==> src/rtl/multicycle_controller_if.sv <==
// Bundle between the instruction-register fields / datapath and the multi-cycle controller.
// The slave modport is the controller side; master is the datapath side.
interface multicycle_controller_if #(
  parameter int ALUCTRL_W = 4,
  parameter int RETIRE_W  = 16
);
  logic [3:0]           Cond;
  logic [1:0]           Op;
  logic [5:0]           Funct;
  logic [3:0]           Rd;
  logic [3:0]           ALUFlags;
  logic                 MemReady;
  logic                 PCWrite;
  logic                 IRWrite;
  logic                 AdrSrc;
  logic                 MemRead;
  logic                 MemWrite;
  logic                 RegWrite;
  logic [1:0]           ResultSrc;
  logic [1:0]           ALUSrcA;
  logic [1:0]           ALUSrcB;
  logic [1:0]           ImmSrc;
  logic [2:0]           RegSrc;
  logic                 WDSrc;
  logic [ALUCTRL_W-1:0] ALUControl;
  logic [3:0]           Flags;
  logic                 Fault;
  logic [RETIRE_W-1:0]  Retired;
  logic [3:0]           State;

  modport master (
    output Cond, Op, Funct, Rd, ALUFlags, MemReady,
    input  PCWrite, IRWrite, AdrSrc, MemRead, MemWrite, RegWrite, ResultSrc,
           ALUSrcA, ALUSrcB, ImmSrc, RegSrc, WDSrc, ALUControl, Flags, Fault,
           Retired, State
  );

  modport slave (
    input  Cond, Op, Funct, Rd, ALUFlags, MemReady,
    output PCWrite, IRWrite, AdrSrc, MemRead, MemWrite, RegWrite, ResultSrc,
           ALUSrcA, ALUSrcB, ImmSrc, RegSrc, WDSrc, ALUControl, Flags, Fault,
           Retired, State
  );
endinterface

==> src/rtl/multicycle_controller.sv <==
// Multi-cycle ARM-subset controller: FSM sequencing, NZCV flag register, full condition
// evaluation, memory wait/timeout handling and a retired-instruction counter.
module multicycle_controller #(
  parameter int ALUCTRL_W   = 4,
  parameter int MEM_TIMEOUT = 0,
  parameter int RETIRE_W    = 16
) (
  input logic                    clk,
  input logic                    reset,
  multicycle_controller_if.slave bus
);
  localparam int CW = (MEM_TIMEOUT > 0) ? $clog2(MEM_TIMEOUT + 1) : 1;

  localparam logic [3:0] C_AND = 4'b0000;
  localparam logic [3:0] C_SUB = 4'b0010;
  localparam logic [3:0] C_ADD = 4'b0100;
  localparam logic [3:0] C_CMP = 4'b1010;
  localparam logic [3:0] C_ORR = 4'b1100;
  localparam logic [3:0] C_MOV = 4'b1101;
  localparam logic [3:0] C_BX  = 4'b1001;

  typedef enum logic [3:0] {
    S_FETCH  = 4'd0,
    S_DECODE = 4'd1,
    S_EXEC   = 4'd2,
    S_ALUWB  = 4'd3,
    S_MEMADR = 4'd4,
    S_MEMRD  = 4'd5,
    S_MEMWB  = 4'd6,
    S_MEMWR  = 4'd7,
    S_BRANCH = 4'd8,
    S_BX     = 4'd9,
    S_FAULT  = 4'd10
  } state_t;

  state_t              state, nxt;
  logic [3:0]          flags;
  logic                fault;
  logic [RETIRE_W-1:0] retired;
  logic [5:0]          funct_q;
  logic [3:0]          rd_q;
  logic [CW-1:0]       wait_cnt;

  logic [3:0] cmd;
  logic       dp_ok, is_cmp, is_arith, cond_ok, timeout, flag_wr, retire;

  function automatic logic eval_cond(input logic [3:0] c, input logic [3:0] f);
    logic n, z, cy, v;
    {n, z, cy, v} = f;
    case (c)
      4'h0:    return z;
      4'h1:    return !z;
      4'h2:    return cy;
      4'h3:    return !cy;
      4'h4:    return n;
      4'h5:    return !n;
      4'h6:    return v;
      4'h7:    return !v;
      4'h8:    return cy && !z;
      4'h9:    return !cy || z;
      4'hA:    return n == v;
      4'hB:    return n != v;
      4'hC:    return !z && (n == v);
      4'hD:    return z || (n != v);
      4'hE:    return 1'b1;
      default: return 1'b0;
    endcase
  endfunction

  // CMP runs the subtractor; anything unrecognised falls back to MOV.
  function automatic logic [ALUCTRL_W-1:0] alu_code(input logic [3:0] c);
    case (c)
      C_AND:   return ALUCTRL_W'(C_AND);
      C_SUB:   return ALUCTRL_W'(C_SUB);
      C_CMP:   return ALUCTRL_W'(C_SUB);
      C_ADD:   return ALUCTRL_W'(C_ADD);
      C_ORR:   return ALUCTRL_W'(C_ORR);
      default: return ALUCTRL_W'(C_MOV);
    endcase
  endfunction

  assign cmd      = funct_q[4:1];
  assign dp_ok    = (cmd == C_AND) || (cmd == C_SUB) || (cmd == C_ADD) ||
                    (cmd == C_ORR) || (cmd == C_MOV) || (cmd == C_CMP);
  assign is_cmp   = (cmd == C_CMP);
  assign is_arith = (cmd == C_ADD) || (cmd == C_SUB) || (cmd == C_CMP);
  assign cond_ok  = eval_cond(bus.Cond, flags);
  assign timeout  = (MEM_TIMEOUT > 0) && !bus.MemReady && (wait_cnt == CW'(MEM_TIMEOUT));
  assign flag_wr  = (state == S_EXEC) && dp_ok && (funct_q[0] || is_cmp);
  assign retire   = (nxt == S_FETCH) && (state != S_FETCH) && (state != S_FAULT);

  always_comb begin
    nxt = state;
    case (state)
      S_FETCH:  if (bus.MemReady) nxt = S_DECODE;
                else if (timeout) nxt = S_FAULT;
      S_DECODE: if (!cond_ok) nxt = S_FETCH;
                else begin
                  case (bus.Op)
                    2'b00:   nxt = (bus.Funct[4:1] == C_BX) ? S_BX : S_EXEC;
                    2'b01:   nxt = S_MEMADR;
                    2'b10:   nxt = S_BRANCH;
                    default: nxt = S_FETCH;
                  endcase
                end
      S_EXEC:   nxt = (!dp_ok || is_cmp) ? S_FETCH : S_ALUWB;
      S_MEMADR: nxt = funct_q[0] ? S_MEMRD : S_MEMWR;
      S_MEMRD:  if (bus.MemReady) nxt = S_MEMWB;
                else if (timeout) nxt = S_FAULT;
      S_MEMWR:  if (bus.MemReady) nxt = S_FETCH;
                else if (timeout) nxt = S_FAULT;
      S_ALUWB, S_MEMWB, S_BRANCH, S_BX: nxt = S_FETCH;
      S_FAULT:  nxt = S_FAULT;
      default:  nxt = S_FETCH;
    endcase
  end

  always_ff @(posedge clk) begin
    if (reset) begin
      state    <= S_FETCH;
      flags    <= '0;
      fault    <= 1'b0;
      retired  <= '0;
      funct_q  <= '0;
      rd_q     <= '0;
      wait_cnt <= '0;
    end else begin
      state <= nxt;
      // Wait counter restarts on every state change, so each access gets a fresh budget.
      if (nxt != state)
        wait_cnt <= '0;
      else if (!bus.MemReady && (wait_cnt != {CW{1'b1}}))
        wait_cnt <= wait_cnt + CW'(1);
      if (state == S_DECODE) begin
        funct_q <= bus.Funct;
        rd_q    <= bus.Rd;
      end
      if (flag_wr)
        flags <= is_arith ? bus.ALUFlags : {bus.ALUFlags[3:2], flags[1:0]};
      if (nxt == S_FAULT)
        fault <= 1'b1;
      if (retire)
        retired <= retired + RETIRE_W'(1);
    end
  end

  always_comb begin
    bus.PCWrite    = 1'b0;
    bus.IRWrite    = 1'b0;
    bus.AdrSrc     = 1'b0;
    bus.MemRead    = 1'b0;
    bus.MemWrite   = 1'b0;
    bus.RegWrite   = 1'b0;
    bus.ResultSrc  = 2'b00;
    bus.ALUSrcA    = 2'b00;
    bus.ALUSrcB    = 2'b00;
    bus.ImmSrc     = 2'b00;
    bus.RegSrc     = 3'b000;
    bus.WDSrc      = 1'b0;
    bus.ALUControl = ALUCTRL_W'(C_MOV);
    case (state)
      S_FETCH: begin
        bus.MemRead    = 1'b1;
        bus.ALUSrcA    = 2'b01;
        bus.ALUSrcB    = 2'b10;
        bus.ALUControl = ALUCTRL_W'(C_ADD);
        bus.ResultSrc  = 2'b10;
        bus.IRWrite    = bus.MemReady;
        bus.PCWrite    = bus.MemReady;
      end
      S_EXEC: begin
        bus.ALUSrcB    = funct_q[5] ? 2'b01 : 2'b00;
        bus.ALUControl = alu_code(cmd);
      end
      S_ALUWB: begin
        // Writing r15 is a jump: steer the result into the PC instead of the file.
        if (rd_q == 4'd15) bus.PCWrite = 1'b1;
        else               bus.RegWrite = 1'b1;
      end
      S_MEMADR: begin
        bus.ALUSrcB    = 2'b01;
        bus.ImmSrc     = 2'b01;
        bus.ALUControl = ALUCTRL_W'(C_ADD);
        bus.RegSrc     = 3'b010;
      end
      S_MEMRD: begin
        bus.AdrSrc  = 1'b1;
        bus.MemRead = 1'b1;
      end
      S_MEMWB: begin
        bus.RegWrite  = 1'b1;
        bus.ResultSrc = 2'b01;
      end
      S_MEMWR: begin
        bus.AdrSrc   = 1'b1;
        bus.MemWrite = 1'b1;
        bus.RegSrc   = 3'b010;
      end
      S_BRANCH: begin
        bus.ALUSrcA    = 2'b01;
        bus.ALUSrcB    = 2'b01;
        bus.ImmSrc     = 2'b10;
        bus.ALUControl = ALUCTRL_W'(C_ADD);
        bus.ResultSrc  = 2'b10;
        bus.PCWrite    = 1'b1;
        if (funct_q[4]) begin
          bus.RegWrite = 1'b1;
          bus.WDSrc    = 1'b1;
          bus.RegSrc   = 3'b101;
        end
      end
      S_BX: begin
        bus.PCWrite   = 1'b1;
        bus.ResultSrc = 2'b10;
      end
      default: ;
    endcase
  end

  assign bus.Flags   = flags;
  assign bus.Fault   = fault;
  assign bus.Retired = retired;
  assign bus.State   = state;
endmodule
==> src/flat_wrapper.sv <==
// flat-port wrapper written by rule: the top's interface ports become plain ports
module multicycle_controller_flat 
#(
  parameter int ALUCTRL_W   = 4,
  parameter int MEM_TIMEOUT = 0,
  parameter int RETIRE_W    = 16
)
  (clk, reset, bus_Cond, bus_Op, bus_Funct, bus_Rd, bus_ALUFlags, bus_MemReady, bus_PCWrite, bus_IRWrite, bus_AdrSrc, bus_MemRead, bus_MemWrite, bus_RegWrite, bus_ResultSrc, bus_ALUSrcA, bus_ALUSrcB, bus_ImmSrc, bus_RegSrc, bus_WDSrc, bus_ALUControl, bus_Flags, bus_Fault, bus_Retired, bus_State);
  multicycle_controller_if #(.ALUCTRL_W(ALUCTRL_W), .RETIRE_W(RETIRE_W)) bus_i ();
  input logic clk;
  input logic reset;
  input wire logic [$bits(bus_i.Cond)-1:0] bus_Cond;
  input wire logic [$bits(bus_i.Op)-1:0] bus_Op;
  input wire logic [$bits(bus_i.Funct)-1:0] bus_Funct;
  input wire logic [$bits(bus_i.Rd)-1:0] bus_Rd;
  input wire logic [$bits(bus_i.ALUFlags)-1:0] bus_ALUFlags;
  input wire logic [$bits(bus_i.MemReady)-1:0] bus_MemReady;
  output wire logic [$bits(bus_i.PCWrite)-1:0] bus_PCWrite;
  output wire logic [$bits(bus_i.IRWrite)-1:0] bus_IRWrite;
  output wire logic [$bits(bus_i.AdrSrc)-1:0] bus_AdrSrc;
  output wire logic [$bits(bus_i.MemRead)-1:0] bus_MemRead;
  output wire logic [$bits(bus_i.MemWrite)-1:0] bus_MemWrite;
  output wire logic [$bits(bus_i.RegWrite)-1:0] bus_RegWrite;
  output wire logic [$bits(bus_i.ResultSrc)-1:0] bus_ResultSrc;
  output wire logic [$bits(bus_i.ALUSrcA)-1:0] bus_ALUSrcA;
  output wire logic [$bits(bus_i.ALUSrcB)-1:0] bus_ALUSrcB;
  output wire logic [$bits(bus_i.ImmSrc)-1:0] bus_ImmSrc;
  output wire logic [$bits(bus_i.RegSrc)-1:0] bus_RegSrc;
  output wire logic [$bits(bus_i.WDSrc)-1:0] bus_WDSrc;
  output wire logic [$bits(bus_i.ALUControl)-1:0] bus_ALUControl;
  output wire logic [$bits(bus_i.Flags)-1:0] bus_Flags;
  output wire logic [$bits(bus_i.Fault)-1:0] bus_Fault;
  output wire logic [$bits(bus_i.Retired)-1:0] bus_Retired;
  output wire logic [$bits(bus_i.State)-1:0] bus_State;
  assign bus_i.Cond = bus_Cond;
  assign bus_i.Op = bus_Op;
  assign bus_i.Funct = bus_Funct;
  assign bus_i.Rd = bus_Rd;
  assign bus_i.ALUFlags = bus_ALUFlags;
  assign bus_i.MemReady = bus_MemReady;
  assign bus_PCWrite = bus_i.PCWrite;
  assign bus_IRWrite = bus_i.IRWrite;
  assign bus_AdrSrc = bus_i.AdrSrc;
  assign bus_MemRead = bus_i.MemRead;
  assign bus_MemWrite = bus_i.MemWrite;
  assign bus_RegWrite = bus_i.RegWrite;
  assign bus_ResultSrc = bus_i.ResultSrc;
  assign bus_ALUSrcA = bus_i.ALUSrcA;
  assign bus_ALUSrcB = bus_i.ALUSrcB;
  assign bus_ImmSrc = bus_i.ImmSrc;
  assign bus_RegSrc = bus_i.RegSrc;
  assign bus_WDSrc = bus_i.WDSrc;
  assign bus_ALUControl = bus_i.ALUControl;
  assign bus_Flags = bus_i.Flags;
  assign bus_Fault = bus_i.Fault;
  assign bus_Retired = bus_i.Retired;
  assign bus_State = bus_i.State;
  multicycle_controller #(.ALUCTRL_W(ALUCTRL_W), .MEM_TIMEOUT(MEM_TIMEOUT), .RETIRE_W(RETIRE_W)) u_core (.clk(clk), .reset(reset), .bus(bus_i));
endmodule
==> config.mk <==
export PLATFORM = sky130hd
export DESIGN_NAME = multicycle_controller_flat
export DESIGN_NICKNAME = d
export VERILOG_FILES = /design/src/rtl/multicycle_controller_if.sv /design/src/rtl/multicycle_controller.sv /design/src/flat_wrapper.sv
export SDC_FILE = /design/constraint.sdc
export NUM_CORES = 1
export LEC_CHECK = 0
export ABC_AREA = 1
export BUFFER_PORTS_ARGS = -buffer_cell sky130_fd_sc_hd__buf_2
export CAP_MARGIN = 15
export CORE_MARGIN = 5
export CORE_UTILIZATION = 30
export CTS_CLUSTER_DIAMETER = 100
export DETAILED_ROUTE_END_ITERATION = 7
export GPL_ROUTABILITY_DRIVEN = 0
export PLACE_DENSITY = 0.64
export SLEW_MARGIN = 25
export SYNTH_ARGS = -nofsm -noshare
export SYNTH_HDL_FRONTEND = slang
export SYNTH_SLANG_ARGS = --single-unit
==> constraint.sdc <==
create_clock -name clk -period 3.4 [get_ports clk]
set_clock_uncertainty 0.2 [all_clocks]
set_input_delay 0 -clock clk [delete_from_list [all_inputs] [get_ports clk]]
set_output_delay 0 -clock clk [all_outputs]
set_load 0.03 [all_outputs]
== Yosys cells after proc, flatten, opt, wreduce, memory -nomap -nowiden ==
Cells that the tools add are included.

* Add/sub/neg operators: 1
* Equality and inequality tests: 37
* Multiplexer cells: 29
* Reduce and logical (&&, ||, !) cells: 38

{| class="wikitable"
|+ Operators by type and width
! kind !! number
|-
| $eq 4x4->1 const B || 16
|-
| $eq 4x3->1 const B || 9
|-
| $pmux 4 s7 || 1
|-
| $eq 4x2->1 const B || 5
|-
| $mux 4 || 5
|-
| $add 16x1->16 const B || 1
|-
| $logic_not 4->1 || 4
|-
| $pmux 4 s4 || 1
|-
| $pmux 1 s15 || 1
|-
| $reduce_or 2->1 || 7
|-
| $pmux 4 s3 || 1
|-
| $logic_or 1x1->1 || 11
|-
| $mux 1 || 10
|-
| $eq 4x1->1 const B || 2
|-
| $pmux 2 s2 || 2
|-
| $pmux 4 s2 || 1
|-
| $logic_and 1x1->1 || 6
|-
| $pmux 1 s3 || 2
|-
| $pmux 2 s3 || 1
|-
| $pmux 3 s2 || 1
|-
| $reduce_or 3->1 || 2
|-
| $logic_not 1->1 || 5
|-
| $mux 2 || 2
|-
| $ne 4x4->1 const B || 1
|-
| 8 further kinds || 8
|}

* Register bits: 35
* Output and inout port bits: 47
* Word-level logic and storage cells: 112

== Longest topological paths before layout ==
* Depth in word-level cells: 13
* Mapped depth: 16
* Depth with buffers taken out: 15

== Worst setup path before layout ==
Ideal clock, no wire load.

* Path kind: register to register
* Start point: register u_core.state[2], in the netlist u_core.bus.State[2]
* End point: register u_core.retired[2], in the netlist u_core.bus.Retired[2]
* Setup time: 116 ps
* Data arrival time: 2,118 ps
* Required time: 3,084 ps
* Path slack: 966 ps
* Stages on the path, launching flop included: 11
* Buffers on the path: 2
* Path through: dfxtp_1 nand2_2 nor3_2 nand2_1 nor3b_1 nand2_1 nor2_2 buf_6 buf_6 a21oi_1 nor2_1

* Word-level cells in the longest chain between the ends: 5
* Elaborated cells between the ends (all ways): 16
* Those cells by class: eq/ne: 7; mux: 4; reduce/logical: 5

{| class="wikitable"
|+ Ends and longest elaborated chain
! element !! line !! RTL
|-
| from (decl) || multicycle_controller.sv:36 || <nowiki>state_t state, nxt;</nowiki>
|-
| from (signal assigned) || multicycle_controller.sv:128 || <nowiki>state <= nxt;</nowiki>
|-
| $eq 4x4->1 (tied with other cells) || multicycle_controller.sv:94 || <nowiki>case (state)</nowiki>
|-
| $pmux 4 s7 || multicycle_controller.sv:94 ||
|-
| $logic_not 4->1 || multicycle_controller.sv:90 || <nowiki>assign retire = (nxt == S_FETCH) && (state != S_FETCH) && (state != S_FAULT);</nowiki>
|-
| $logic_and 1x1->1 || multicycle_controller.sv:90 ||
|-
| $logic_and 1x1->1 * || multicycle_controller.sv:90 ||
|-
| to (signal assigned) || multicycle_controller.sv:143 || <nowiki>retired <= retired + RETIRE_W'(1);</nowiki>
|-
| to (decl) || multicycle_controller.sv:39 || <nowiki>logic [RETIRE_W-1:0] retired;</nowiki>
|}

Every way passes the cells marked *; elsewhere a longest branch is shown, timed or not.
A chain may end at the register's enable or synchronous reset.

== Final worst setup path ==
* Start point: input bus_Funct[2]
* End point: register u_core.retired[6], in the netlist u_core.bus.Retired[6]

* Word-level cells in the longest chain between the ends: 8

{| class="wikitable"
|+ Ends and longest elaborated chain
! element !! line !! RTL
|-
| from (decl) || flat_wrapper.sv:14 || <nowiki>input wire logic [$bits(bus_i.Funct)-1:0] bus_Funct;</nowiki>
|-
| $eq 4x4->1 || multicycle_controller.sv:100 || <nowiki>2'b00: nxt = (bus.Funct[4:1] == C_BX) ? S_BX : S_EXEC;</nowiki>
|-
| $mux 4 || multicycle_controller.sv:100 ||
|-
| $pmux 4 s3 || multicycle_controller.sv:99 || <nowiki>case (bus.Op)</nowiki>
|-
| $mux 4 || multicycle_controller.sv:97 || <nowiki>S_DECODE: if (!cond_ok) nxt = S_FETCH;</nowiki>
|-
| $pmux 4 s7 || multicycle_controller.sv:94 ||
|-
| $logic_not 4->1 || multicycle_controller.sv:90 ||
|-
| $logic_and 1x1->1 (2 in series) || multicycle_controller.sv:90 ||
|}

No other way between the ends.

==> impl_metrics.json <==
{
  "outcome": "complete, no violations",
  "port_buffers": 68,
  "reg2reg_slack_ns": 0.41,
  "critPathKind": "in2reg",
  "worstHoldPathType": "in2reg",
  "grt_antenna_before_repair": 0,
  "cp_data_required_time_ns": 3.38,
  "r2r_start": "u_core.bus.State[2]$_SDFF_PP0_",
  "clkLatencyLatePin_ns": 0.28,
  "die_y_um": 95.8,
  "timing.fmax_mhz": 332,
  "fp-row-count": 31,
  "grt_pass1_wl_mm": 9.83,
  "area_growth_syn_to_layout_pct": 31.2,
  "crit_buf_inv": 5,
  "syn_nets": 371,
  "dieArea_mm2": 0.00919,
  "crit_fanout": 20,
  "setup_slack_ns": 0.391,
  "synthCells": 347,
  "cp.depth": 15,
  "place_hpwl_mm": 4.51,
  "ys_seq_area_frac": 0.317,
  "power_density_mw_per_mm2": 405,
  "grt_max_degree": 30,
  "maxCapViolations": 0,
  "clockPowerShare": 0.250,
  "track_usage": 0.131,
  "p_int_uw": 726,
  "numCtsBuffers": 5,
  "post_cts_buffers": 0,
  "yosys-top-cells-area": "dfxtp_1 (32%), nand2_1 (12%), nor2_1 (11%)",
  "drtIter0Drc": 122,
  "clk_path_buf_depth": 2,
  "yosysTopAreaCell": "dfxtp_1",
  "io_pins": 70,
  "critPathCapture": "u_core.bus.Retired[6]$_SDFFE_PP0P_",
  "fill_cells": 776,
  "ant_nets": 0,
  "clkSlewWorstSetupHoldPaths_ns": 0.07,
  "cp-start-kind": "primary input",
  "die_x_um": 95.8,
  "grt_pass1_vias": 2252,
  "min_from": "bus_Cond[2]",
  "vias": 2422,
  "drc": 0,
  "num-nets-final": 456,
  "ys_warn_count": 0,
  "rsz0062_at_grt": "no",
  "synth_edf_count": 0,
  "worst_pin_slew_ns": 0.823,
  "ys_types": 40,
  "max_slew_margin": 0.451,
  "grt_overflow": 0,
  "cts_tree": "yes",
  "cts_root_buffer": "clkbuf_8",
  "cts.sinks": 35,
  "syn_avg_cell_area_um2": 6.37,
  "r2r-end": "u_core.bus.Retired[6]$_SDFFE_PP0P_",
  "min_period_over_period": 0.885,
  "reg2reg_depth": 13,
  "h-tree-depth": 2,
  "yosys.cell_count.top_type": "nand2_1",
  "drt_pass1_iterations": 4,
  "final_hold_viol_count": 0,
  "n_antenna_cell": 0,
  "crit_family": "buffers and inverters",
  "syn_area_mm2": 0.00221,
  "wl_per_cell_um": 11.1,
  "max_stage_delay_ns": 0.59,
  "endpoint_kind": "register",
  "ir_drop_v": 0.000187,
  "swShare": 0.383,
  "async_flop_share": 0,
  "critPathLaunch": "bus_Funct[2]",
  "arrival_ns": 2.99,
  "viasPerCell": 4.55,
  "comb_power_share": 0.330,
  "dp_slack_ns": 0.606,
  "tns_ns": 0,
  "drive_gt1_frac": 0.217,
  "post-route-min-period_ns": 3.01,
  "slew_violations": 0,
  "synth_common_cells": "nand2_1 (72), nor2_1 (63), inv_1 (38)",
  "synth-seq-cells": 35,
  "drt-total-wl_mm": 5.89,
  "seq_power_share": 0.421,
  "start_util": 0.306,
  "synth_ff_type": "dfxtp_1",
  "finalSetupViolCount": 0,
  "cp_slowest_cell": "dlygate4sd3_1",
  "core_area_mm2": 0.00721,
  "synth_top_area_share": 0.317,
  "p_sw_uw": 450,
  "power_leakage_nw": 1.41,
  "crit_chain": "dlygate4sd3_1 -> buf_2 -> nor2_1 -> nand3_1 -> dlygate4sd3_1 -> nor2_1 -> dlygate4sd3_1 -> nand2_1 -> nand2_1 -> nor2_1 -> buf_4 -> nand2_2 -> nand2_1 -> nand2_1 -> nor2_1"
}
-- power groups by stage --
stage	clock network [mW]	registers [mW]	logic, mW
final	0.294	0.494	0.388
after detailed placement	0	0.504	0.369
after global placement	0	0.503	0.364
after floorplan	0	0.551	0.234
after global routing	0.323	0.501	0.434
after CTS	0.304	0.494	0.388
-- sequential cells by signal, summed over array words and instances (netlist names) --
name	cells
u_core.bus.Retired	16
u_core.funct_q	6
u_core.bus.Flags	4
u_core.bus.State	4
u_core.rd_q	4
u_core.bus.Fault	1
-- worst register-to-register path, delay by kind of cell (launching register included) --
kind	cells	cell delay (ns)
compound gates	1	0.05
buf+inv	2	0.75
simple gates	10	1.46
flops	1	0.47
-- layout make-up --
class | count | area (um^2) | share of cell area
flip-flops and latches | 35 | 701 | 0.242
clock inverters | 2 | 12.5 | 0.00431
inverters | 43 | 163 | 0.0561
well taps | 99 | 124 | 0.0427
clock buffers | 6 | 72.6 | 0.0250
repair buffers | 91 | 568 | 0.196
multi-input cells | 256 | 1260 | 0.434
-- per-layer routing --
| metal | GRT usage | wire, um |
|---|---|---|
| met5 | 0 | 0 |
| met4 | 0.0509 | 144 |
| met3 | 0.0274 | 389 |
| met2 | 0.215 | 2620 |
| met1 | 0.167 | 2750 |
-- through the flow --
step | power [mW] | util | hold WS, ns | area [um^2] | instances
global placement | 0.867 | 0.359 | 0.0564 | 2590 | 502
CTS | 1.19 | 0.401 | 0.182 | 2890 | 532
finish | 1.18 | 0.402 | 0.186 | 2900 | 532
detailed placement | 0.873 | 0.359 | 0.0614 | 2590 | 502
floorplan | 0.784 | - | -0.131 | 2210 | 347
global route | 1.26 | 0.402 | 0.237 | 2900 | 532
-- cells in the final DEF, fill, tap and decap left out, types with 2 or more instances in the layout --
cell type      synthesis  routed
dlygate4sd3_1          0      22
inv_2                  3       3
xnor2_1                2       2
nand2_2                3       4
nand3_2                2       2
nor2_4                 1       2
nand4_1                2       2
inv_1                 38      38
nand2_1               72      71
nor3_1                 5       5
o21ai_0               18      18
nor2_1                63      63
a21oi_1               24      24
nand3b_1               3       3
clkinv_2               1       2
xor2_1                12      12
dfxtp_1               35      35
nor3_2                 2       2
nand3_1               29      29
buf_2                  1      68
clkbuf_8               0       5
-- cells by family (layout without fill, tap and decap cells) --
| group | Yosys count | after routing | synth area share |
|---|---|---|---|
| other | 1 | 1 | 0.00170 |
| adder cells (fa/ha/maj) | 1 | 1 | 0.00566 |
| XOR/XNOR | 14 | 14 | 0.0555 |
| buffers and inverters | 56 | 142 | 0.117 |
| AO/OA/AOI/OAI | 52 | 52 | 0.130 |
| flip-flops | 35 | 35 | 0.317 |
| AND/OR/NAND/NOR | 188 | 188 | 0.374 |
-- repair_timing --
action                                  CTS  global route
endpoints found under the hold margin    20             0
hold buffers                             22             0
resized for setup                         0             2
endpoints found under the setup margin    0             7
-- worst min path at each step --
stage                                     end  slack (ns)  cells after the start
2_1_floorplan   u_core.bus.Fault$_SDFFE_PP0N_       -0.13                      1
3_3_place_gp      u_core.rd_q[2]$_SDFFE_PP0P_        0.06                      3
3_5_place_dp    u_core.bus.Fault$_SDFFE_PP0N_        0.06                      2
4_1_cts        u_core.bus.State[1]$_SDFF_PP0_        0.18                      7
5_1_grt        u_core.bus.State[2]$_SDFF_PP0_        0.24                      8
6_report       u_core.bus.State[1]$_SDFF_PP0_        0.19                      8
No activity file was read; power rests on OpenSTA's default activity.
